==> src/rtl/hw_barrier_pkg.sv <==
`default_nettype none
// ============================================================================
// hw_barrier_pkg : register map, id-width helper and per-barrier state record
// Revision 1.0
// ============================================================================
package hw_barrier_pkg;

    // Field widths of slot_state_t; the top-level NB_CORES/GEN_W defaults follow these
    localparam int unsigned SLOT_NB_CORES = 4;
    localparam int unsigned SLOT_GEN_W    = 8;

    localparam logic [2:0] REG_TRIG_MASK   = 3'd0;
    localparam logic [2:0] REG_STATUS      = 3'd1;
    localparam logic [2:0] REG_GEN         = 3'd2;
    localparam logic [2:0] REG_TARGET_MASK = 3'd3;
    localparam logic [2:0] REG_TRIGGER     = 3'd4;
    localparam logic [2:0] REG_ERROR       = 3'd5;

    function automatic int unsigned bid_width(input int unsigned nb_barriers);
        return (nb_barriers < 2) ? 1 : $clog2(nb_barriers);
    endfunction

    typedef struct packed {
        logic [SLOT_NB_CORES-1:0] trig_mask;
        logic [SLOT_NB_CORES-1:0] target_mask;
        logic [SLOT_NB_CORES-1:0] status;
        logic [SLOT_NB_CORES-1:0] error;
        logic [SLOT_GEN_W-1:0]    gen;
    } slot_state_t;

endpackage
`default_nettype wire

==> src/rtl/hw_barrier_slot.sv <==
`default_nettype none
// ============================================================================
// hw_barrier_slot : one barrier - masks, arrival status, error flags, generation
// Revision 1.0
// ============================================================================
module hw_barrier_slot
    import hw_barrier_pkg::*;
(
    input  logic                     clk_i,
    input  logic                     rst_i,
    input  logic [SLOT_NB_CORES-1:0] arrive_i,
    input  logic                     trig_mask_we_i,
    input  logic                     target_mask_we_i,
    input  logic [SLOT_NB_CORES-1:0] error_clr_i,
    input  logic [SLOT_NB_CORES-1:0] wdata_i,
    output slot_state_t              state_o,
    output logic                     fire_o,
    output logic                     matched_o
);

    slot_state_t state_q;
    slot_state_t state_d;
    logic        matched_q;
    logic        matched_d;
    logic        match;

    assign match = (state_q.trig_mask != '0) &&
                   ((state_q.status & state_q.trig_mask) == state_q.trig_mask);

    always_comb begin
        state_d       = state_q;
        matched_d     = 1'b0;
        state_d.error = state_q.error & ~error_clr_i;
        if (trig_mask_we_i) begin
            state_d.trig_mask = wdata_i;
            state_d.status    = '0;
        end else if (match) begin
            // Arrivals in the match cycle open the next generation unchecked
            state_d.status = arrive_i;
            state_d.gen    = state_q.gen + SLOT_GEN_W'(1);
            matched_d      = 1'b1;
        end else begin
            state_d.error  = state_d.error | (arrive_i & state_q.status);
            state_d.status = state_q.status | arrive_i;
        end
        if (target_mask_we_i) begin
            state_d.target_mask = wdata_i;
        end
    end

    always_ff @(posedge clk_i or posedge rst_i) begin
        if (rst_i) begin
            state_q   <= '0;
            matched_q <= 1'b0;
        end else begin
            state_q   <= state_d;
            matched_q <= matched_d;
        end
    end

    assign state_o   = state_q;
    assign fire_o    = matched_d;
    assign matched_o = matched_q;

endmodule
`default_nettype wire

==> src/rtl/hw_barrier_array.sv <==
`default_nettype none
// ============================================================================
// hw_barrier_array : NB_BARRIERS hardware barriers with bus access and events
// Revision 1.0
// ============================================================================
module hw_barrier_array
    import hw_barrier_pkg::*;
#(
    parameter int unsigned NB_CORES    = SLOT_NB_CORES,
    parameter int unsigned NB_BARRIERS = 8,
    parameter int unsigned GEN_W       = SLOT_GEN_W
) (
    input  logic                                       clk_i,
    input  logic                                       rst_i,
    input  logic [NB_CORES-1:0]                        trig_valid_i,
    input  logic [NB_CORES*bid_width(NB_BARRIERS)-1:0] trig_bid_i,
    input  logic                                       req_i,
    input  logic                                       wen_i,
    input  logic [31:0]                                add_i,
    input  logic [31:0]                                wdata_i,
    output logic                                       gnt_o,
    output logic                                       r_valid_o,
    output logic [31:0]                                r_rdata_o,
    output logic [NB_BARRIERS*NB_CORES-1:0]            barrier_status_o,
    output logic [NB_CORES-1:0]                        barrier_events_o,
    output logic [NB_BARRIERS-1:0]                     barrier_matched_o
);

    localparam int unsigned BID_W = bid_width(NB_BARRIERS);

    logic [BID_W-1:0]       bus_bid;
    logic [2:0]             bus_reg;
    logic                   bus_wr;
    logic                   bus_rd;

    logic [NB_CORES-1:0]    arrive  [NB_BARRIERS];
    logic [NB_CORES-1:0]    err_clr [NB_BARRIERS];
    logic [NB_BARRIERS-1:0] trig_we;
    logic [NB_BARRIERS-1:0] tgt_we;
    logic [NB_BARRIERS-1:0] fire;
    slot_state_t            state   [NB_BARRIERS];

    logic                   r_valid_q, r_valid_d;
    logic [31:0]            r_rdata_q, r_rdata_d;
    logic [NB_CORES-1:0]    events_q, events_d;

    logic                   unused_bits;

    assign bus_bid     = add_i[5 +: BID_W];
    assign bus_reg     = add_i[4:2];
    assign bus_wr      = req_i & ~wen_i;
    assign bus_rd      = req_i & wen_i;
    assign gnt_o       = req_i;
    assign unused_bits = ^{add_i[31:5+BID_W], add_i[1:0], wdata_i[31:NB_CORES]};

    always_comb begin
        for (int b = 0; b < NB_BARRIERS; b++) begin
            arrive[b]  = '0;
            err_clr[b] = '0;
            trig_we[b] = 1'b0;
            tgt_we[b]  = 1'b0;
            for (int c = 0; c < NB_CORES; c++) begin
                if (trig_valid_i[c] && (trig_bid_i[c*BID_W +: BID_W] == BID_W'(b))) begin
                    arrive[b][c] = 1'b1;
                end
            end
            if (bus_wr && (bus_bid == BID_W'(b))) begin
                case (bus_reg)
                    REG_TRIG_MASK:   trig_we[b] = 1'b1;
                    REG_TARGET_MASK: tgt_we[b]  = 1'b1;
                    REG_TRIGGER:     arrive[b]  = arrive[b] | wdata_i[NB_CORES-1:0];
                    REG_ERROR:       err_clr[b] = wdata_i[NB_CORES-1:0];
                    default:         ;
                endcase
            end
        end
    end

    for (genvar b = 0; b < NB_BARRIERS; b++) begin : g_slot
        hw_barrier_slot u_slot (
            .clk_i            (clk_i),
            .rst_i            (rst_i),
            .arrive_i         (arrive[b]),
            .trig_mask_we_i   (trig_we[b]),
            .target_mask_we_i (tgt_we[b]),
            .error_clr_i      (err_clr[b]),
            .wdata_i          (wdata_i[NB_CORES-1:0]),
            .state_o          (state[b]),
            .fire_o           (fire[b]),
            .matched_o        (barrier_matched_o[b])
        );
        assign barrier_status_o[b*NB_CORES +: NB_CORES] = state[b].status;
    end

    // Read data is the register value before this cycle's update lands
    always_comb begin
        r_valid_d = req_i;
        r_rdata_d = '0;
        if (bus_rd) begin
            case (bus_reg)
                REG_TRIG_MASK:   r_rdata_d[NB_CORES-1:0] = state[bus_bid].trig_mask;
                REG_STATUS:      r_rdata_d[NB_CORES-1:0] = state[bus_bid].status;
                REG_GEN:         r_rdata_d[GEN_W-1:0]    = state[bus_bid].gen;
                REG_TARGET_MASK: r_rdata_d[NB_CORES-1:0] = state[bus_bid].target_mask;
                REG_ERROR:       r_rdata_d[NB_CORES-1:0] = state[bus_bid].error;
                default:         r_rdata_d = '0;
            endcase
        end
    end

    always_comb begin
        events_d = '0;
        for (int b = 0; b < NB_BARRIERS; b++) begin
            if (fire[b]) begin
                events_d = events_d | state[b].target_mask;
            end
        end
    end

    always_ff @(posedge clk_i or posedge rst_i) begin
        if (rst_i) begin
            r_valid_q <= 1'b0;
            r_rdata_q <= '0;
            events_q  <= '0;
        end else begin
            r_valid_q <= r_valid_d;
            r_rdata_q <= r_rdata_d;
            events_q  <= events_d;
        end
    end

    assign r_valid_o        = r_valid_q;
    assign r_rdata_o        = r_rdata_q;
    assign barrier_events_o = events_q;

endmodule
`default_nettype wire
==> config.mk <==
export PLATFORM = sky130hd
export DESIGN_NAME = hw_barrier_array
export DESIGN_NICKNAME = d
export VERILOG_FILES = /design/src/rtl/hw_barrier_pkg.sv /design/src/rtl/hw_barrier_slot.sv /design/src/rtl/hw_barrier_array.sv
export SDC_FILE = /design/constraint.sdc
export NUM_CORES = 1
export LEC_CHECK = 0
export ABC_AREA = 1
export BUFFER_PORTS_ARGS = -buffer_cell sky130_fd_sc_hd__buf_2
export CAP_MARGIN = 10
export CORE_ASPECT_RATIO = 1.25
export CORE_MARGIN = 2
export CORE_UTILIZATION = 43
export CTS_BUF_LIST = sky130_fd_sc_hd__clkbuf_16
export DETAILED_ROUTE_END_ITERATION = 10
export PLACE_DENSITY = 0.66
export SKIP_LAST_GASP = 1
export SYNTH_ARGS = -nofsm -noshare
export SYNTH_HDL_FRONTEND = slang
export SYNTH_SLANG_ARGS = --single-unit
export TNS_END_PERCENT = 1
==> constraint.sdc <==
create_clock -name clk_i -period 7.08 [get_ports clk_i]
set_input_delay 0.708 -clock clk_i [delete_from_list [all_inputs] [get_ports clk_i]]
set_output_delay 0.708 -clock clk_i [all_outputs]
set_load 0.05 [all_outputs]
# Word-level counts from Yosys, hierarchy flattened
# Cells that the tools add are included.
[totals]
input_bits = 84
regBits = 237
output_inout_bits = 78
[classes]
n_mux = 145
n_lt_le_gt_ge = 1
addsub = 8
eq_ne = 48
n_reduce_logical = 70
bitwise_logic = 75
[ops]
columns = ["operator", "count"]
rows = [
  ["$mux W4", 58],
  ["$or A4 B4 Y4", 31],
  ["$and A4 B4 Y4", 24],
  ["$mux W12", 8],
  ["$bmux W24 S3", 1],
  ["$mux W8", 9],
  ["$eq A3 B3 Y1 const B", 22],
  ["$mux W1", 66],
  ["$add A8 B1 Y8 const B", 8],
  ["$logic_and A1 B1 Y1", 48],
  ["$mux W24", 2],
  ["$eq A3 B2 Y1 const B", 12],
  ["$eq A4 B4 Y1", 8],
  ["$not A4 Y4", 8],
  ["$reduce_bool A4 Y1", 8],
  ["$pmux W4 S5", 1],
  ["$eq A3 B1 Y1 const B", 6],
  ["$logic_not A3 Y1", 6],
  ["$reduce_and A2 Y1", 8],
  ["$not A1 Y1", 9],
  ["$ge A4 B4 Y1 const B", 1],
  ["$not A3 Y4", 1],
  ["$and A1 B1 Y1", 2],
]

# Longest topological paths before layout
[depth]
depth_word = 20
mapped_depth = 13

# Hierarchy
# A second synthesis with hierarchy kept.
[unflattened]
cells_unflattened = 1725
hier_area_um2 = 12645.9
[by_module_without_submodules]
columns = ["module", "n_inst", "cells_per_inst", "area_per_inst_um2", "seq_area_each_um2"]
rows = [
  ["hw_barrier_slot (g_slot[0].u_slot ...)", 7, 132, 1161.1, 625.6],
  ["hw_barrier_array", 1, 666, 3350.7, 325.3],
  ["hw_barrier_slot (g_slot[7].u_slot)", 1, 135, 1167.4, 625.6],
]

# Worst setup path after synthesis
# OpenSTA, ideal clock, no wires.
[synth_timing]
path_type = "input to register"
start = "input port add_i[5]"
end = "register g_slot[4].u_slot.state_q, in the netlist g_slot[4].u_slot.state_o[3]"
slack_ns = 5.230
path_stages = 10
arrival_ns = 1.733
required_time_ns = 6.963
path_cell_list = "buf_4 -> inv_2 -> nand2_2 -> nor2_2 -> nand2_4 -> nand2_4 -> inv_2 -> buf_4 -> nand2_1 -> o21ai_2"
[synth_between]
elab_chain_len = 5
[synth_lines]
columns = ["item", "line", "source"]
rows = [
  ["start, declared", "hw_barrier_array.sv:19", "input logic [31:0] add_i,"],
  ["$eq A3 B3 Y1", "hw_barrier_array.sv:67", "if (bus_wr && (bus_bid == BID_W'(b))) begin"],
  ["$logic_and A1 B1 Y1", "hw_barrier_array.sv:67", ""],
  ["$mux W1", "hw_barrier_array.sv:67", ""],
  ["$not A1 Y1 (no source line)", "--", ""],
  ["$reduce_and A2 Y1 (no source line)", "--", ""],
  ["end signal, assigned", "hw_barrier_slot.sv:56", "state_q <= state_d;"],
  ["end, declared", "hw_barrier_slot.sv:21", "slot_state_t state_q;"],
]
# No other way between the ends.
# A chain may end at the register's enable or synchronous reset.

# Worst setup path after layout
[layout_timing]
start = "input port add_i[6]"
end = "register r_rdata_q[0] (netlist: r_rdata_o[0])"
[layout_between]
elab_chain_len = 6
[layout_lines]
columns = ["item", "line", "source"]
rows = [
  ["$not A3 Y4 (implied by the code)", "--", ""],
  ["$bmux W24 S3", "--", ""],
  ["$mux W24 (implied by the code) (2 in a row)", "hw_barrier_array.sv:105", "REG_ERROR: r_rdata_d[NB_CORES-1:0] = state[bus_bid].error;"],
  ["$pmux W4 S5", "hw_barrier_array.sv:100", "case (bus_reg)"],
  ["$mux W8", "hw_barrier_array.sv:99", "if (bus_rd) begin"],
  ["net r_rdata_d[0]", "hw_barrier_array.sv:44", "logic [31:0] r_rdata_q, r_rdata_d;"],
  ["end signal, assigned", "hw_barrier_array.sv:127", "r_rdata_q <= r_rdata_d;"],
  ["end, declared", "hw_barrier_array.sv:44", ""],
]
# The timed path passes the listed nets, and every way through them passes these cells. The select of a mux whose other input is x is not followed.

==> qor.yml <==
run_status:
  status: "completed"
clocking:
  clkLatencyLatePin_ns: 0.54
  cts_resized: 0
  post_cts_buffers: 0
  numCtsBuffers: 25
  h-tree-depth: 1
  path_clk_slew_ns: 0.06
  clock-sinks: 213
  hold_buffers: 0
  cts_tree: "done"
  clockBufferDepth: 3
  clock-root-buffer: "clkbuf_16"
setup_path:
  worstPathCellList: "buf_2 > inv_2 > nand2_2 > inv_1 > nand2_1 > nand4_1 > nand3_1 > nand3_1 > nor2_1 > nor2_1"
  critPathCapture: "r_rdata_o[0]$_DFF_PP0_"
  max_stage_delay_ns: 0.47
  worst_r2r_path_depth: 8
  crit_start: "add_i[6]"
  path_class: "input pin to register"
  cp_slowest_cell: "nand2_2"
  r2r-end: "g_slot[1].u_slot.state_o[3]$_DFFE_PP0N_"
  arrival_ns: 3.35
  critPathLaunchType: "input pin"
  worstSetupEndpointType: "register"
  worstReg2RegStart: "g_slot[1].u_slot.state_o[14]$_DFF_PP0_"
  crit_required_ns: 7.49
  ff2ff_setup_slack_ns: 4.95
  critical_path.max_fanout: 24
sta:
  clock.fmax_ghz: 0.341
  tns_ns: 0
  fin_skew_ns: 0.0207
  fin_crit_ns: 2.94
  rsz0062_at_grt: "false"
  hold_viol_final: 0
  setup_viol: 0
  relSlewSlack_pct: 39.4
  worstMarginPinSlew_ns: 0.906
  setup_slack_ns: 4.14
  post-route-period-util_pct: 41.5
  maxSlewViolCount: 0
layout:
  diodes: 0
  area_growth_pct: 8.31
  final_cell_mix: "493 x nand2_1, 213 x dfrtp_1, 169 x inv_1"
  fin_nets: 1740
  drive_gt1_share_pct: 11.5
  final_common_cell: "nand2_1"
  final_cells: 2017
  post-route-cell-area_mm2: 0.0132
job:
  maxCapViolCount: 0
yosys:
  synth_edf_count: 0
  synth.yosys.seq_area_share_pct: 43.9
  synth.ff_latch_count: 213
  synth_cell_types: 38
  synth_top_flop_cell: "dfrtp_1"
  avgSynthCellArea_um2: 7.50
  async_reset_ff_share_pct: 100
  ys_warn_count: 0
  synthesis.area_mm2: 0.0121
  synthCells: 1620
die:
  ioPinCount: 162
  coreArea_mm2: 0.0277
  die_h_um: 192
  die_x_um: 154
  dieArea_mm2: 0.0296
  initial_utilization_pct: 43.8
  rows: 68
drt:
  wl_per_cell_um: 18.3
  vias: 10900
  vias_per_cell: 5.41
  first_iter_violations: 950
  firstDrtPassIters: 7
  antenna_left: 0
  drcViolationCount: 0
  routed_wl_mm: 36.9
placed_design:
  dpl.cell_count: 1971
  post-place-ws_ns: 3.73
  placed_area_mm2: 0.0124
  place_congestion: 0.967
  io_buffers: 83
  hpwl_mm: 26.5
grt:
  grt_pass1_vias: 10400
  track_usage_pct: 25.2
  grt_pass1_wl_mm: 57.7
  antenna_found_initial: 0
  grt-ovfl-total: 0
  grt_max_degree: 93
pwr:
  power_density_mw_per_mm2: 340
  ir_drop_uv: 274
  p_leak_nw: 6.52
min_path:
  hp-class: "input pin to async pin"
## worst min path at each step
stage / cells past startpoint / endpoint / slack (ns)
final: 2 / g_slot[2].u_slot.matched_o$_DFF_PP0_ / 0.26
after global routing: 1 / r_valid_o$_DFF_PP0_ / 0.33
after CTS: 2 / g_slot[2].u_slot.matched_o$_DFF_PP0_ / 0.30
after detailed placement: 2 / g_slot[7].u_slot.state_o[23]$_DFFE_PP0P_ / 0.47
after global placement: 2 / g_slot[7].u_slot.state_o[23]$_DFFE_PP0P_ / 0.47
after floorplan: 2 / g_slot[1].u_slot.state_o[20]$_DFFE_PP0P_ / 0.45
## registers in the layout (all words and copies together), names as in the netlist
| name | cells |
|---|---|
| g_slot.u_slot.matched_o | 8 |
| g_slot.u_slot.state_o | 192 |
| barrier_events_o | 4 |
| r_rdata_o | 8 |
| r_valid_o | 1 |
## through the flow
stage                     total power, mW  hold WS (ns)  util, %
after floorplan                      2.95         0.453        -
after global placement               3.22         0.467     44.7
after detailed placement             3.25         0.474     44.7
after CTS                            4.50         0.298     47.4
after global routing                 4.74         0.328     47.4
final                                4.48         0.263     47.4
## report_power, final
part           leakage (nW)  total (mW)  internal (mW)  switching, mW
clock                 0.409        1.23          0.710          0.518
sequential             2.72        1.84           1.54          0.307
combinational          3.39        1.41          0.389           1.02
total                  6.52        4.48           2.64           1.84
## per-layer routing
metal | vias to the layer above | global-route usage [%] | share of wire, %
li1 | 5157 | - | -
met1 | 5141 | 32.0 | 40
met2 | 507 | 42.7 | 47
met3 | 107 | 3.88 | 7.8
met4 | 0 | 11.1 | 4.4
met5 | - | 0 | 0
## final cells by class
type                            count  area [um2]
Multi-Input combinational cell   1148        5510
Tap cell                          350         438
Clock inverter                     21         144
Inverter                          172         653
Fill cell                        2835       14600
Clock buffer                       25         626
Timing Repair Buffer               88         453
Sequential cell                   213        5330
## synth_stat cells, types with 13 or more instances
master / n / area (um2)
buf_2: 22 / 110
dfrtp_1: 213 / 5330
o21ai_0: 163 / 816
o22ai_1: 27 / 169
a21oi_1: 40 / 200
xor2_1: 42 / 368
buf_4: 69 / 518
nor2_1: 117 / 439
nand4_1: 32 / 200
nor3_1: 14 / 70.1
or2_2: 20 / 125
nand2_2: 13 / 81.3
o21ai_1: 16 / 80.1
nand3_1: 80 / 400
inv_1: 161 / 604
nand2_1: 493 / 1850
## logic make-up (layout without fill, tap and decap cells)
logic type                 Yosys count  after routing  share of synthesized area, %
AOI/OAI and AO/OA                  265            265                          11.7
xor gates and xnor gates            53             53                          3.82
and+or+nand+nor                    798            798                          28.3
DFF                                213            213                          43.9
adders and majority gates            8              8                         0.824
other                                1             24                        0.0309
buffers and inverters              282            306                          11.4
## worst max-delay path, delay by kind of cell
family | cells | cell delay [ns]
buffers and inverters | 3 | 1.28
AND/OR/NAND/NOR | 7 | 1.34
Note: power is estimated with default switching activity, not from simulation.
